==> config.mk <==
export PLATFORM = sky130hd
export DESIGN_NAME = dm_access_ctrl_flat
export DESIGN_NICKNAME = d
export VERILOG_FILES = /design/src/rtl/dm_access_ctrl_if.sv /design/src/rtl/dm_access_ctrl.sv /design/src/flat_wrapper.sv
export SDC_FILE = /design/constraint.sdc
export NUM_CORES = 1
export LEC_CHECK = 0
export BUFFER_PORTS_ARGS = -buffer_cell sky130_fd_sc_hd__buf_2
export CORE_AREA = 2 2 98 90
export DETAILED_ROUTE_END_ITERATION = 16
export DIE_AREA = 0 0 100 92
export PLACE_DENSITY = 0.81
export SLEW_MARGIN = 20
export SYNTH_ARGS = -nofsm -noshare
export SYNTH_HDL_FRONTEND = slang
export SYNTH_SLANG_ARGS = --single-unit
==> constraint.sdc <==
create_clock -name clk -period 2.7 [get_ports clk]
set_input_delay 0.54 -clock clk [delete_from_list [all_inputs] [get_ports clk]]
set_output_delay 0.54 -clock clk [all_outputs]
set_load 0.02 [all_outputs]
==> src/rtl/dm_access_ctrl_if.sv <==
// rtl/dm_access_ctrl_if.sv - datapath request and DM port bundle for dm_access_ctrl
interface dm_access_ctrl_if #(
    parameter int ADDR_W = 12
);
    logic              req;
    logic              we;
    logic [1:0]        size;
    logic              uns;
    logic [ADDR_W-1:0] addr;
    logic [31:0]       wdata;
    logic [31:0]       rdata;
    logic              stall;
    logic              done;
    logic              addr_err;
    logic [ADDR_W-3:0] dm_addr;
    logic [31:0]       dm_din;
    logic              dm_wr;
    logic [31:0]       dm_dout;

    modport slave (
        input  req, we, size, uns, addr, wdata, dm_dout,
        output rdata, stall, done, addr_err, dm_addr, dm_din, dm_wr
    );

    modport master (
        output req, we, size, uns, addr, wdata, dm_dout,
        input  rdata, stall, done, addr_err, dm_addr, dm_din, dm_wr
    );
endinterface

==> src/rtl/dm_access_ctrl.sv <==
// rtl/dm_access_ctrl.sv - load/store unit for word-only DM with sub-word RMW; optional trap via DM_MISALIGN_TRAP_EN
module dm_access_ctrl #(
    parameter int ADDR_W = 12
) (
    input  logic              clk,
    input  logic              rst_n,
    dm_access_ctrl_if.slave   bus
);
    typedef enum logic {IDLE, RMW_WR} state_t;

    state_t            state, state_nx;
    logic [ADDR_W-3:0] lat_addr;
    logic [31:0]       merged;
    logic [31:0]       merge_val;
    logic [31:0]       load_val;
    logic [31:0]       lane_shift;
    logic [15:0]       lane_half;
    logic [ADDR_W-3:0] word_addr;
    logic              is_word;
    logic              is_half;
    logic              misalign;
    logic              start_rmw;

    // size 11 decodes as word because only the top bit is inspected
    assign word_addr = bus.addr[ADDR_W-1:2];
    assign is_word   = bus.size[1];
    assign is_half   = (bus.size == 2'b01);

`ifdef DM_MISALIGN_TRAP_EN
    assign misalign = (is_half && bus.addr[0]) || (is_word && (bus.addr[1:0] != 2'b00));
`else
    assign misalign = 1'b0;
`endif

    assign start_rmw = (state == IDLE) && bus.req && bus.we && !is_word && !misalign;

    // select the addressed lane from the DM word and extend it
    always_comb begin
        lane_shift = bus.dm_dout >> {bus.addr[1:0], 3'b000};
        lane_half  = bus.addr[1] ? bus.dm_dout[31:16] : bus.dm_dout[15:0];
        load_val   = bus.dm_dout;
        if (bus.size == 2'b00) begin
            load_val = bus.uns ? {24'h0, lane_shift[7:0]}
                               : {{24{lane_shift[7]}}, lane_shift[7:0]};
        end else if (is_half) begin
            load_val = bus.uns ? {16'h0, lane_half}
                               : {{16{lane_half[15]}}, lane_half};
        end
    end

    // overlay the store data onto the current DM word for the write-back cycle
    always_comb begin
        merge_val = bus.dm_dout;
        if (is_half) begin
            if (bus.addr[1]) begin
                merge_val[31:16] = bus.wdata[15:0];
            end else begin
                merge_val[15:0] = bus.wdata[15:0];
            end
        end else begin
            merge_val[{bus.addr[1:0], 3'b000} +: 8] = bus.wdata[7:0];
        end
    end

    // state register plus captured write-back address and data
    always_ff @(posedge clk) begin
        if (!rst_n) begin
            state    <= IDLE;
            lat_addr <= '0;
            merged   <= '0;
        end else begin
            state <= state_nx;
            if (start_rmw) begin
                lat_addr <= word_addr;
                merged   <= merge_val;
            end
        end
    end

    // next state and DM/datapath outputs; reset forces every strobe quiet
    always_comb begin
        state_nx     = state;
        bus.dm_addr  = word_addr;
        bus.dm_din   = bus.wdata;
        bus.dm_wr    = 1'b0;
        bus.stall    = 1'b0;
        bus.done     = 1'b0;
        bus.addr_err = 1'b0;
        bus.rdata    = '0;
        if (rst_n) begin
            case (state)
                IDLE: begin
                    if (bus.req) begin
                        if (misalign) begin
                            bus.addr_err = 1'b1;
                            bus.done     = 1'b1;
                        end else if (!bus.we) begin
                            bus.rdata = load_val;
                            bus.done  = 1'b1;
                        end else if (is_word) begin
                            bus.dm_wr = 1'b1;
                            bus.done  = 1'b1;
                        end else begin
                            bus.stall = 1'b1;
                            state_nx  = RMW_WR;
                        end
                    end
                end
                RMW_WR: begin
                    bus.dm_addr = lat_addr;
                    bus.dm_din  = merged;
                    bus.dm_wr   = 1'b1;
                    bus.done    = 1'b1;
                    state_nx    = IDLE;
                end
                default: state_nx = IDLE;
            endcase
        end
    end
endmodule
==> src/flat_wrapper.sv <==
// flat-port wrapper written by rule: the top's interface ports become plain ports
module dm_access_ctrl_flat 
#(
    parameter int ADDR_W = 12
)
  (clk, rst_n, bus_req, bus_we, bus_size, bus_uns, bus_addr, bus_wdata, bus_dm_dout, bus_rdata, bus_stall, bus_done, bus_addr_err, bus_dm_addr, bus_dm_din, bus_dm_wr);
  dm_access_ctrl_if #(.ADDR_W(ADDR_W)) bus_i ();
  input  logic clk;
  input  logic rst_n;
  input wire logic [$bits(bus_i.req)-1:0] bus_req;
  input wire logic [$bits(bus_i.we)-1:0] bus_we;
  input wire logic [$bits(bus_i.size)-1:0] bus_size;
  input wire logic [$bits(bus_i.uns)-1:0] bus_uns;
  input wire logic [$bits(bus_i.addr)-1:0] bus_addr;
  input wire logic [$bits(bus_i.wdata)-1:0] bus_wdata;
  input wire logic [$bits(bus_i.dm_dout)-1:0] bus_dm_dout;
  output wire logic [$bits(bus_i.rdata)-1:0] bus_rdata;
  output wire logic [$bits(bus_i.stall)-1:0] bus_stall;
  output wire logic [$bits(bus_i.done)-1:0] bus_done;
  output wire logic [$bits(bus_i.addr_err)-1:0] bus_addr_err;
  output wire logic [$bits(bus_i.dm_addr)-1:0] bus_dm_addr;
  output wire logic [$bits(bus_i.dm_din)-1:0] bus_dm_din;
  output wire logic [$bits(bus_i.dm_wr)-1:0] bus_dm_wr;
  assign bus_i.req = bus_req;
  assign bus_i.we = bus_we;
  assign bus_i.size = bus_size;
  assign bus_i.uns = bus_uns;
  assign bus_i.addr = bus_addr;
  assign bus_i.wdata = bus_wdata;
  assign bus_i.dm_dout = bus_dm_dout;
  assign bus_rdata = bus_i.rdata;
  assign bus_stall = bus_i.stall;
  assign bus_done = bus_i.done;
  assign bus_addr_err = bus_i.addr_err;
  assign bus_dm_addr = bus_i.dm_addr;
  assign bus_dm_din = bus_i.dm_din;
  assign bus_dm_wr = bus_i.dm_wr;
  dm_access_ctrl #(.ADDR_W(ADDR_W)) u_core (.clk(clk), .rst_n(rst_n), .bus(bus_i));
endmodule
==> impl_metrics.tcl <==
set metrics [dict create \
    num_vias 4535 \
    grt_max_degree 54 \
    synth.lib_cells_used.distinct 43 \
    ctsHoldBuffers 0 \
    share_of_cells_above_drive_strength_1_pct 42.2 \
    synth-seq-cells 43 \
    crit_path_cell_trace "buf_2, buf_4, nand2b_1, o22ai_1, a221oi_1, buf_2" \
    finalHoldViolCount 0 \
    rsz0062_at_grt "false" \
    irDropWorstVdd_mv 0.213 \
    synthesis.nets 546 \
    critPathCaptureType "output port" \
    yosysWarnings 0 \
    mappedNetlistArea_um2 3990 \
    initial_utilization_pct 47.9 \
    m1_gr_usage_pct 36.0 \
    diodes 0 \
    drt_pass1_iterations 5 \
    peak_per_stage_delay_on_the_critical_path_ns 0.45 \
    power_density_nw_per_um2 364 \
    cap_viol_max_count 0 \
    worst-endpoint-arrival_ns 2.03 \
    grt_util_met2_pct 48.7 \
    timing.fmax_mhz 389 \
    worst_clock_skew_ns 0.00495 \
    post_drt_via_cell_ratio 6.46 \
    ctsHtreeMaxLevel 2 \
    post-route-worst-setup-slack_ns 0.130 \
    flow.area_growth_from_synthesis_pct 25.6 \
    critical_path.slowest_cell "sky130_fd_sc_hd__a221oi_1" \
    cts-root-to-sink-buffers 2 \
    grt_first_pass_wirelength_mm 21.1 \
    dr.first_iter.drc_count 288 \
    first_global_vias 4205 \
    post_cts.repair.setup_buffers 0 \
    io_pins 161 \
    place_worst_setup_slack_ns -0.0322 \
    numPortBuffers 159 \
    clock_tree.root_cell "sky130_fd_sc_hd__clkbuf_8" \
    globalRouteOverflowTotal 0 \
    cts_buffers 5 \
    dieHeight_um 92 \
    timing.final.setup_violations 0 \
    globalplace.congestion 0.927 \
    timing.critical_path.buf_inv 3 \
    final-max-slew-violation-count 0 \
    post_dp_hpwl_mm 10.3 \
    drt_drc_violations_left 0 \
    dpl_cell_area_um2 4890 \
    fin_tns_setup_ns 0 \
    busiest_layer "met2" \
    cts.sink_count 43 \
    critical_path.startpoint_type "input port" \
    antenna_violating_nets_post_route 0 \
    outcome "finished, final reports clean" \
    seq_area_frac_synth_pct 21.6 \
    grt_antenna_before_repair 1 \
    coreArea_um2 8330 \
    finish.cell_count_without_fillers 702 \
    grt_util_met3_pct 4.50 \
    cts_tree "built" \
    clk-insertion-delay-late_ns 0.30 \
    power.total_w 0.00183 \
    slew-limit-headroom_pct 55.1 \
    path_common_cell "sky130_fd_sc_hd__buf_2" \
    cts.repair.resized 1 \
    nNetsFinal 687 \
    detail_route.wl_per_cell_um 19.5 \
    post_synthesis_average_cell_area_um2 8.71 \
    type_of_the_worst_setup_path "input port to output port" \
    critical_path.max_fanout 10 \
    design_area_um2 5010 \
    reg2reg_setup_slack_ns 1.09 \
    grt.total_usage_pct 28.5 \
    critical-path-top-delay-family "buffers and inverters" \
    tightest_slew_ns 0.673 \
    min_period_ns 2.57 \
    rows 32 \
    post-route-period-util_pct 95.2 \
    cellLeakagePower_nw 2.19 \
    fp.dieArea_um2 9200 \
    worst_hold_path_type "flip-flop to flip-flop" \
    layout.filler_cells 775 \
    drt_wl_total_mm 13.7 \
    post_synth_inst_count 458 \
    clkTransAtPathRegs_ns 0.08 \
    die_x_um 100 \
    placed_instances 694 \
    worst-endpoint-required_ns 2.16 \
]
## worst paths after layout
check	to	depth (start not counted)	startpoint
worst max-delay path	bus_rdata[7]	6	bus_addr[1]
worst min-delay path	u_core.lat_addr[0]	2	u_core.lat_addr[0]
worst max register to register	u_core.merged[13]	4	u_core.state
worst min register to register	u_core.lat_addr[0]	2	u_core.lat_addr[0]
## flip-flops by register name (all words and copies together) (netlist names)
register         cells
u_core.merged       32
u_core.lat_addr     10
u_core.state         1
## worst min-delay path, delay by kind of cell (launching register included)
kind / cells / cell delay, ns
flip-flops: 1 / 0.31
AO/OA/AOI/OAI: 1 / 0.06
AND/OR/NAND/NOR: 1 / 0.04
## area by class of cell
class                   count  area (um^2)  area share, %
flip-flops and latches     43          861           17.2
clock buffers               5         68.8           1.37
inverters                  19         75.1           1.50
well taps                 102          128           2.55
clock inverters             3         43.8          0.874
repair buffers            185         1020           20.3
multi-input cells         345         2820           56.3
## per-stage QoR
stage | util (%) | hold slack [ns]
after global placement | 58.7 | 0.442
final | 60.2 | 0.463
after global routing | 60.2 | 0.490
after floorplan | - | 0.438
after CTS | 60.1 | 0.470
after detailed placement | 58.7 | 0.455
## placed cells by master, fill, tap and decap left out, types with 2 or more instances in the layout
cell                        netlist  final
sky130_fd_sc_hd__buf_2           28    159
sky130_fd_sc_hd__nand2_1         60     59
sky130_fd_sc_hd__mux2_2          45     45
sky130_fd_sc_hd__dfxtp_1         43     43
sky130_fd_sc_hd__a32o_1          32     32
sky130_fd_sc_hd__mux2i_1         25     25
sky130_fd_sc_hd__buf_4            6     24
sky130_fd_sc_hd__inv_1           19     18
sky130_fd_sc_hd__a221o_1         18     18
sky130_fd_sc_hd__nor2_1          16     16
sky130_fd_sc_hd__a211oi_1        13     13
sky130_fd_sc_hd__o21ai_0         12     12
sky130_fd_sc_hd__a31oi_1         11     11
sky130_fd_sc_hd__o22ai_1         11     11
sky130_fd_sc_hd__a21boi_0        11     11
sky130_fd_sc_hd__o221ai_1        11     11
sky130_fd_sc_hd__o211ai_1         9      9
sky130_fd_sc_hd__nor2b_1          8      7
sky130_fd_sc_hd__nor3_1           7      7
sky130_fd_sc_hd__mux4_2           7      7
sky130_fd_sc_hd__a32oi_1          7      6
sky130_fd_sc_hd__or4bb_1          6      6
sky130_fd_sc_hd__nand3b_1         5      5
sky130_fd_sc_hd__ha_1             5      5
sky130_fd_sc_hd__clkbuf_8         0      5
sky130_fd_sc_hd__nand4bb_1        4      4
sky130_fd_sc_hd__nand2b_1         3      3
sky130_fd_sc_hd__a311o_1          3      3
sky130_fd_sc_hd__and2_1           3      2
sky130_fd_sc_hd__nor4bb_1         2      2
sky130_fd_sc_hd__buf_12           0      2
## synthesized netlist by cell type
cell / number / area share [%]
sky130_fd_sc_hd__nor4bb_1: 2 / 0.50
sky130_fd_sc_hd__nand3b_1: 5 / 0.94
sky130_fd_sc_hd__and3b_1: 1 / 0.22
sky130_fd_sc_hd__nand3_1: 1 / 0.13
sky130_fd_sc_hd__inv_1: 19 / 1.8
sky130_fd_sc_hd__and4b_1: 1 / 0.25
sky130_fd_sc_hd__a32o_1: 32 / 8.0
sky130_fd_sc_hd__a221oi_1: 1 / 0.22
sky130_fd_sc_hd__nor2_1: 16 / 1.5
sky130_fd_sc_hd__nor4bb_2: 1 / 0.41
sky130_fd_sc_hd__ha_1: 5 / 1.6
sky130_fd_sc_hd__nor3_1: 7 / 0.88
sky130_fd_sc_hd__and4bb_2: 1 / 0.31
sky130_fd_sc_hd__and2_1: 3 / 0.47
sky130_fd_sc_hd__o21a_1: 1 / 0.19
sky130_fd_sc_hd__o221ai_1: 11 / 2.4
sky130_fd_sc_hd__a21boi_0: 11 / 2.1
sky130_fd_sc_hd__nand4bb_1: 4 / 1.1
sky130_fd_sc_hd__o211ai_1: 9 / 1.7
sky130_fd_sc_hd__clkbuf_1: 13 / 1.2
sky130_fd_sc_hd__a32oi_1: 7 / 1.5
sky130_fd_sc_hd__mux4_2: 7 / 4.0
sky130_fd_sc_hd__a211oi_1: 13 / 2.4
sky130_fd_sc_hd__nand2_1: 60 / 5.6
sky130_fd_sc_hd__a311o_1: 3 / 0.75
sky130_fd_sc_hd__buf_1: 3 / 0.28
sky130_fd_sc_hd__a31oi_1: 11 / 1.7
sky130_fd_sc_hd__nor4_1: 1 / 0.16
sky130_fd_sc_hd__or4bb_1: 6 / 1.7
sky130_fd_sc_hd__conb_1: 1 / 0.094
sky130_fd_sc_hd__dfxtp_1: 43 / 22
sky130_fd_sc_hd__o21ai_0: 12 / 1.5
sky130_fd_sc_hd__a221oi_4: 1 / 0.66
sky130_fd_sc_hd__nand2b_1: 3 / 0.47
sky130_fd_sc_hd__buf_6: 1 / 0.28
sky130_fd_sc_hd__or2_1: 1 / 0.16
sky130_fd_sc_hd__buf_4: 6 / 1.1
sky130_fd_sc_hd__nor2b_1: 8 / 1.3
sky130_fd_sc_hd__mux2i_1: 25 / 6.3
sky130_fd_sc_hd__buf_2: 28 / 3.5
sky130_fd_sc_hd__mux2_2: 45 / 13
sky130_fd_sc_hd__a221o_1: 18 / 4.5
sky130_fd_sc_hd__o22ai_1: 11 / 1.7
## logic make-up (layout without fill, tap and decap cells)
kind of cell             count (synthesis)  in the layout  synth area share (%)
multiplexers                            77             77                  22.9
AO/OA/AOI/OAI                          141            141                  29.5
buffers and inverters                   70            212                  8.22
adder cells (fa/ha/maj)                  5              5                  1.57
other                                    1              1                0.0940
AND/OR/NAND/NOR                        121            121                  16.1
flip-flops                              43             43                  21.6
## routing by layer
metal  vias to the layer above  part of all wire [%]
met5                         -                 0.095
met4                         2                   3.7
met3                        50                   7.8
met2                       256                    47
met1                      2163                    41
li1                       2064                     -
## report_power, final
group	switching (W)	leakage, nW	total, W	internal [W]
registers	0.0000141	0.349	0.000671	0.000657
logic	0.000373	1.78	0.000642	0.000269
clock network	0.000238	0.0581	0.000513	0.000276
total	0.000624	2.19	0.00183	0.00120
(Power assumes the default switching activity.)
